## config.mk

```make
export PLATFORM = sky130hd
export DESIGN_NAME = dram_arbiter
export DESIGN_NICKNAME = d
export VERILOG_FILES = /design/src/rtl/dram_arbiter.sv
export SDC_FILE = /design/constraint.sdc
export NUM_CORES = 1
export LEC_CHECK = 0
export ABC_AREA = 1
export CAP_MARGIN = 10
export CORE_AREA = 2 2 98 100
export DETAILED_ROUTE_END_ITERATION = 7
export DIE_AREA = 0 0 100 102
export PLACE_DENSITY = 0.67
export SYNTH_ARGS = -nofsm -noshare
export SYNTH_HDL_FRONTEND = slang
export SYNTH_SLANG_ARGS = --single-unit
```

## constraint.sdc

```tcl
create_clock -name i_clk -period 2.65 [get_ports i_clk]
set_clock_uncertainty 0.2 [all_clocks]
set_input_delay 0.53 -clock i_clk [delete_from_list [all_inputs] [get_ports i_clk]]
set_output_delay 0.53 -clock i_clk [all_outputs]
set_load 0.02 [all_outputs]
```

## src/rtl/dram_arbiter.sv

```systemverilog
// Two-port arbiter for the shared single-port data RAM: round-robin or fixed
// priority, bounded bus lock for atomic RMW, and one-cycle read data return.
module dram_arbiter #(
  parameter int unsigned ADDR_W    = 16,
  parameter int unsigned DATA_W    = 32,
  parameter int unsigned FIXED_PRI = 0,
  parameter int unsigned MAX_LOCK  = 8
) (
  input  logic              i_clk,
  input  logic              i_rstb,
  input  logic              i_clk_en,
  input  logic              i_m0_req,
  input  logic              i_m1_req,
  input  logic              i_m0_we,
  input  logic              i_m1_we,
  input  logic              i_m0_lock,
  input  logic              i_m1_lock,
  input  logic [ADDR_W-1:0] i_m0_addr,
  input  logic [ADDR_W-1:0] i_m1_addr,
  input  logic [DATA_W-1:0] i_m0_wdata,
  input  logic [DATA_W-1:0] i_m1_wdata,
  output logic              o_m0_gnt,
  output logic              o_m1_gnt,
  output logic              o_m0_rvalid,
  output logic              o_m1_rvalid,
  output logic [DATA_W-1:0] o_m0_rdata,
  output logic [DATA_W-1:0] o_m1_rdata,
  output logic              o_ram_cs,
  output logic              o_ram_we,
  output logic [ADDR_W-1:0] o_ram_addr,
  output logic [DATA_W-1:0] o_ram_wdata,
  input  logic [DATA_W-1:0] i_ram_rdata
);

  localparam int unsigned CNT_W = $clog2(MAX_LOCK + 1);

  typedef enum logic [1:0] {
    IDLE  = 2'd0,
    LOCK0 = 2'd1,
    LOCK1 = 2'd2
  } state_e;

  state_e             state_q, state_d;
  logic               last_winner_q, last_winner_d;
  logic [CNT_W-1:0]   lock_cnt_q, lock_cnt_d;
  logic [1:0]         rd_pend_q, rd_pend_d;   // {valid, port}
  logic [1:0]         lock_blk_q, lock_blk_d; // lock ignored after forced release

  logic               en;
  logic [1:0]         req;
  logic [1:0]         lock;
  logic [1:0]         gnt;
  logic               win;
  logic               we_sel;

  always_comb begin
    en   = i_clk_en & i_rstb;
    req  = {i_m1_req, i_m0_req};
    lock = {i_m1_lock, i_m0_lock};
    win  = 1'b0;
    gnt  = '0;
    case (state_q)
      LOCK0: begin
        win    = 1'b0;
        gnt[0] = req[0];
      end
      LOCK1: begin
        win    = 1'b1;
        gnt[1] = req[1];
      end
      default: begin
        if (req == 2'b11) win = (FIXED_PRI != 0) ? 1'b0 : ~last_winner_q;
        else              win = req[1];
        gnt[win] = |req;
      end
    endcase
    if (!en) gnt = '0;
    we_sel = win ? i_m1_we : i_m0_we;
  end

  always_comb begin
    state_d       = state_q;
    last_winner_d = last_winner_q;
    lock_cnt_d    = lock_cnt_q;
    rd_pend_d     = rd_pend_q;
    lock_blk_d    = lock_blk_q;
    if (i_clk_en) begin
      rd_pend_d  = {(|gnt) & ~we_sel, win};
      lock_blk_d = lock_blk_q & lock;
      if (|gnt) last_winner_d = win;
      case (state_q)
        IDLE: begin
          if ((|gnt) && lock[win] && !lock_blk_q[win]) begin
            state_d    = win ? LOCK1 : LOCK0;
            lock_cnt_d = CNT_W'(1);
          end
        end
        default: begin
          // The cycle that pushes the count to MAX_LOCK is the last one owned.
          if (!lock[win]) begin
            state_d    = IDLE;
            lock_cnt_d = '0;
          end else if (lock_cnt_q >= CNT_W'(MAX_LOCK - 1)) begin
            state_d         = IDLE;
            lock_cnt_d      = '0;
            lock_blk_d[win] = 1'b1;
          end else begin
            lock_cnt_d = lock_cnt_q + 1'b1;
          end
        end
      endcase
    end
  end

  always_ff @(posedge i_clk or negedge i_rstb) begin
    if (!i_rstb) begin
      state_q       <= IDLE;
      last_winner_q <= 1'b1;
      lock_cnt_q    <= '0;
      rd_pend_q     <= '0;
      lock_blk_q    <= '0;
    end else begin
      state_q       <= state_d;
      last_winner_q <= last_winner_d;
      lock_cnt_q    <= lock_cnt_d;
      rd_pend_q     <= rd_pend_d;
      lock_blk_q    <= lock_blk_d;
    end
  end

  always_comb begin
    o_m0_gnt    = gnt[0];
    o_m1_gnt    = gnt[1];
    o_ram_cs    = |gnt;
    o_ram_we    = (|gnt) & we_sel;
    o_ram_addr  = win ? i_m1_addr  : i_m0_addr;
    o_ram_wdata = win ? i_m1_wdata : i_m0_wdata;
    o_m0_rvalid = rd_pend_q[1] & ~rd_pend_q[0];
    o_m1_rvalid = rd_pend_q[1] &  rd_pend_q[0];
    o_m0_rdata  = o_m0_rvalid ? i_ram_rdata : '0;
    o_m1_rdata  = o_m1_rvalid ? i_ram_rdata : '0;
  end

endmodule

```

==> results.ini <==
[synthesis]
synth_nets = 501
synth.avg_cell_area_um2 = 4.74
synth_top_area_share_pct = 38.5
ys_ff_latch = 11
yosys.area.top_type = nand2_1
yosysWarnings = 0
synth_area_leaders = nand2_1 (39%), nor2_1 (16%), dfrtp_1 (15%), inv_1 (11%), clkbuf_1 (3.1%)
synth_area_um2 = 1710
synthCells = 360
seq_area_frac_synth_pct = 16.2
ys_types = 21

[sta]
max_freq_mhz = 379
tns_ns = 0
min_period_ns = 2.64
worst_pin_slew_ns = 0.326
setup_viol = 0
period_share_pct = 99.7
rsz0062_at_grt = yes
finalHoldViolCount = 0
slew_viol_final = 0
slew_headroom_pct = 78.2

[cells_and_area]
fillCellCount = 942
final_cell_mix = clkdlybuf4s50_1 (175), nand2_1 (145), nor2_1 (73)
multi_input_area_um2 = 1270
ff_latch_area_um2 = 277
n_antenna_cell = 0
drive_above_1_share_pct = 20.8
final_common_cell = clkdlybuf4s50_1
area_growth_pct = 175
nets = 772

[global_routing]
grt_pass1_vias = 2813
overflow = 0
track_usage_pct = 17.1
grt_max_degree = 39
grt_pass1_wl_um = 13900
grt_antenna_before_repair = 0

[pwr]
power-per-cell-area_nw_per_um2 = 1080
finalPower_uw = 5050
ir_worst_vdd_mv = 0.583
p_leak_uw = 0.00253

[route]
drtAntennaViolNets = 0
top_layer_used = met4
first_pass_iters = 4
wl_met3_um = 1010
wl_met2_um = 5540
via_count = 3153
drc = 0
drtIter0Drc = 63
wire_per_inst_um = 13.9
routed_wl_um = 10300
via_per_inst = 4.26
m1WireLength_um = 3630

[clock_network]
clk_path_buf_depth = 2
htreeDepth = 1
clock_latency_ns = 0.25
cts_tree = yes
clk_pin_slew_ns = 0.05
clockRootBuffer = clkbuf_8
numCtsBuffers = 3
clock_sinks = 11

[critical_path]
cp_cell_sequence = inv_2, ha_4, inv_4, or2_4, nand2_8, clkinv_8, buf_6, nand2_2, nand2_2, nand2_1, inv_1, buf_6
worst-setup-path-type = reg -> out
cp_slowest_cell = dfrtp_1
max_stage_delay_ns = 0.36
crit_path_start_kind = flop
path_max_fanout = 7
cp_data_required_time_ns = 1.92
end_kind = output pin
critical_path_arrival_ns = 1.91
worst-path-buf-inv = 6
path_delay_family = simple AND/OR/NAND/NOR gates

[placement]
place_congestion = 0.846
dp_hpwl_um = 8380
portBuffers = 254

[die]
rows = 35
die_w_um = 100
initial_core_util_pct = 18.7
core_region_area_um2 = 9110
die_y_um = 102
dieArea_um2 = 10200
num_io_pins = 255

[min_path]
hp-class = reg -> reg

[run_status]
status = finished, final reports clean

[flow_run]
drv_cap = 0

[where the power goes]
group          switching (µW)  internal [µW]
clock network            69.4            106
registers                35.6            223
logic                    2570           2040
[state kept, by name (all words and copies together) (netlist names)]
name / flops
state_q: 2
lock_blk_q: 2
rd_pend_q: 2
lock_cnt_q: 4
last_winner_q: 1
[worst reg2reg max path: cells and delay by family, from the launching register on]
family,cells,cell delay (ns)
simple gates,8,0.71
flops,1,0.36
buf+inv,5,0.47
fa+ha+maj,1,0.28
[cell families (layout without fill, tap and decap cells)]
| kind of cell | after synthesis | in the layout | synth area share [%] |
|---|---|---|---|
| AO/OA/AOI/OAI | 10 | 10 | 3.01 |
| adder cells (fa/ha/maj) | 4 | 4 | 2.93 |
| buffers and inverters | 68 | 338 | 15.1 |
| flip-flops | 11 | 11 | 16.2 |
| AND/OR/NAND/NOR | 267 | 267 | 62.7 |
[cell type report]
type	instances	share of cell area, %
timing repair buffer	282	58.5
multi-input combinational	281	27.2
sequential	11	5.90
inverter	52	4.48
tap	111	2.96
clock buffer	4	0.961
[path summary, 6_finish.rpt]
| check | cells after the start | to | slack (ns) | from |
|---|---|---|---|---|
| max | 12 | o_ram_we | 0.008 | state_q[1]$_DFFE_PN0P_ |
| min | 2 | last_winner_q$_DFFE_PN1P_ | 0.29 | last_winner_q$_DFFE_PN1P_ |
| max reg2reg | 14 | state_q[0]$_DFFE_PN0P_ | 0.52 | state_q[1]$_DFFE_PN0P_ |
| min reg2reg | 2 | last_winner_q$_DFFE_PN1P_ | 0.29 | last_winner_q$_DFFE_PN1P_ |
| max in group asynchronous | 2 | last_winner_q$_DFFE_PN1P_ | 1.61 | i_rstb |
| min in group asynchronous | 2 | lock_blk_q[0]$_DFFE_PN0P_ | 0.42 | i_rstb |
[cell usage after synthesis]
library cell and number:
or2_4 1, dfstp_2 1, o21ai_0 6, nand2_1 175, ha_1 4, clkbuf_1 14
nand3_2 2, or2_2 2, dfrtp_1 10, nand4_1 1, nand3_1 7, inv_2 3
buf_2 2, nand2_4 1, nand2_2 4, o22ai_1 1, nor2_1 73, a21oi_1 1
inv_1 49, o21ai_1 2, nand2_8 1
[what timing repair did]
action	in CTS	in global routing
hold endpoints to repair	0	0
buffers inserted	0	4
endpoints found under the setup margin	78	52
cloned	0	4
pin swaps	0	11
hold buffers	0	0
gates resized for setup	212	125
[stage by stage]
| step | setup slack [ns] | utilization (%) | hold WS, ns | instances | cell area (µm²) |
|---|---|---|---|---|---|
| finish | 0.00846 | 51.5 | 0.295 | 741 | 4690 |
| global route | -0.0791 | 51.5 | 0.330 | 741 | 4690 |
| CTS | -0.0923 | 48.3 | 0.294 | 733 | 4400 |
| detailed placement | -0.437 | 49.4 | 0.285 | 729 | 4500 |
| global placement | -0.421 | 49.4 | 0.273 | 729 | 4500 |
| floorplan | 0.321 | - | 0.0344 | 360 | 1710 |
[layer usage]
layer	global-route usage, %	up-vias
met5	0	-
met4	2.53	0
met3	4.58	9
met2	33.9	170
met1	18.5	1394
li1	-	1580
(Power assumes the default switching activity.)
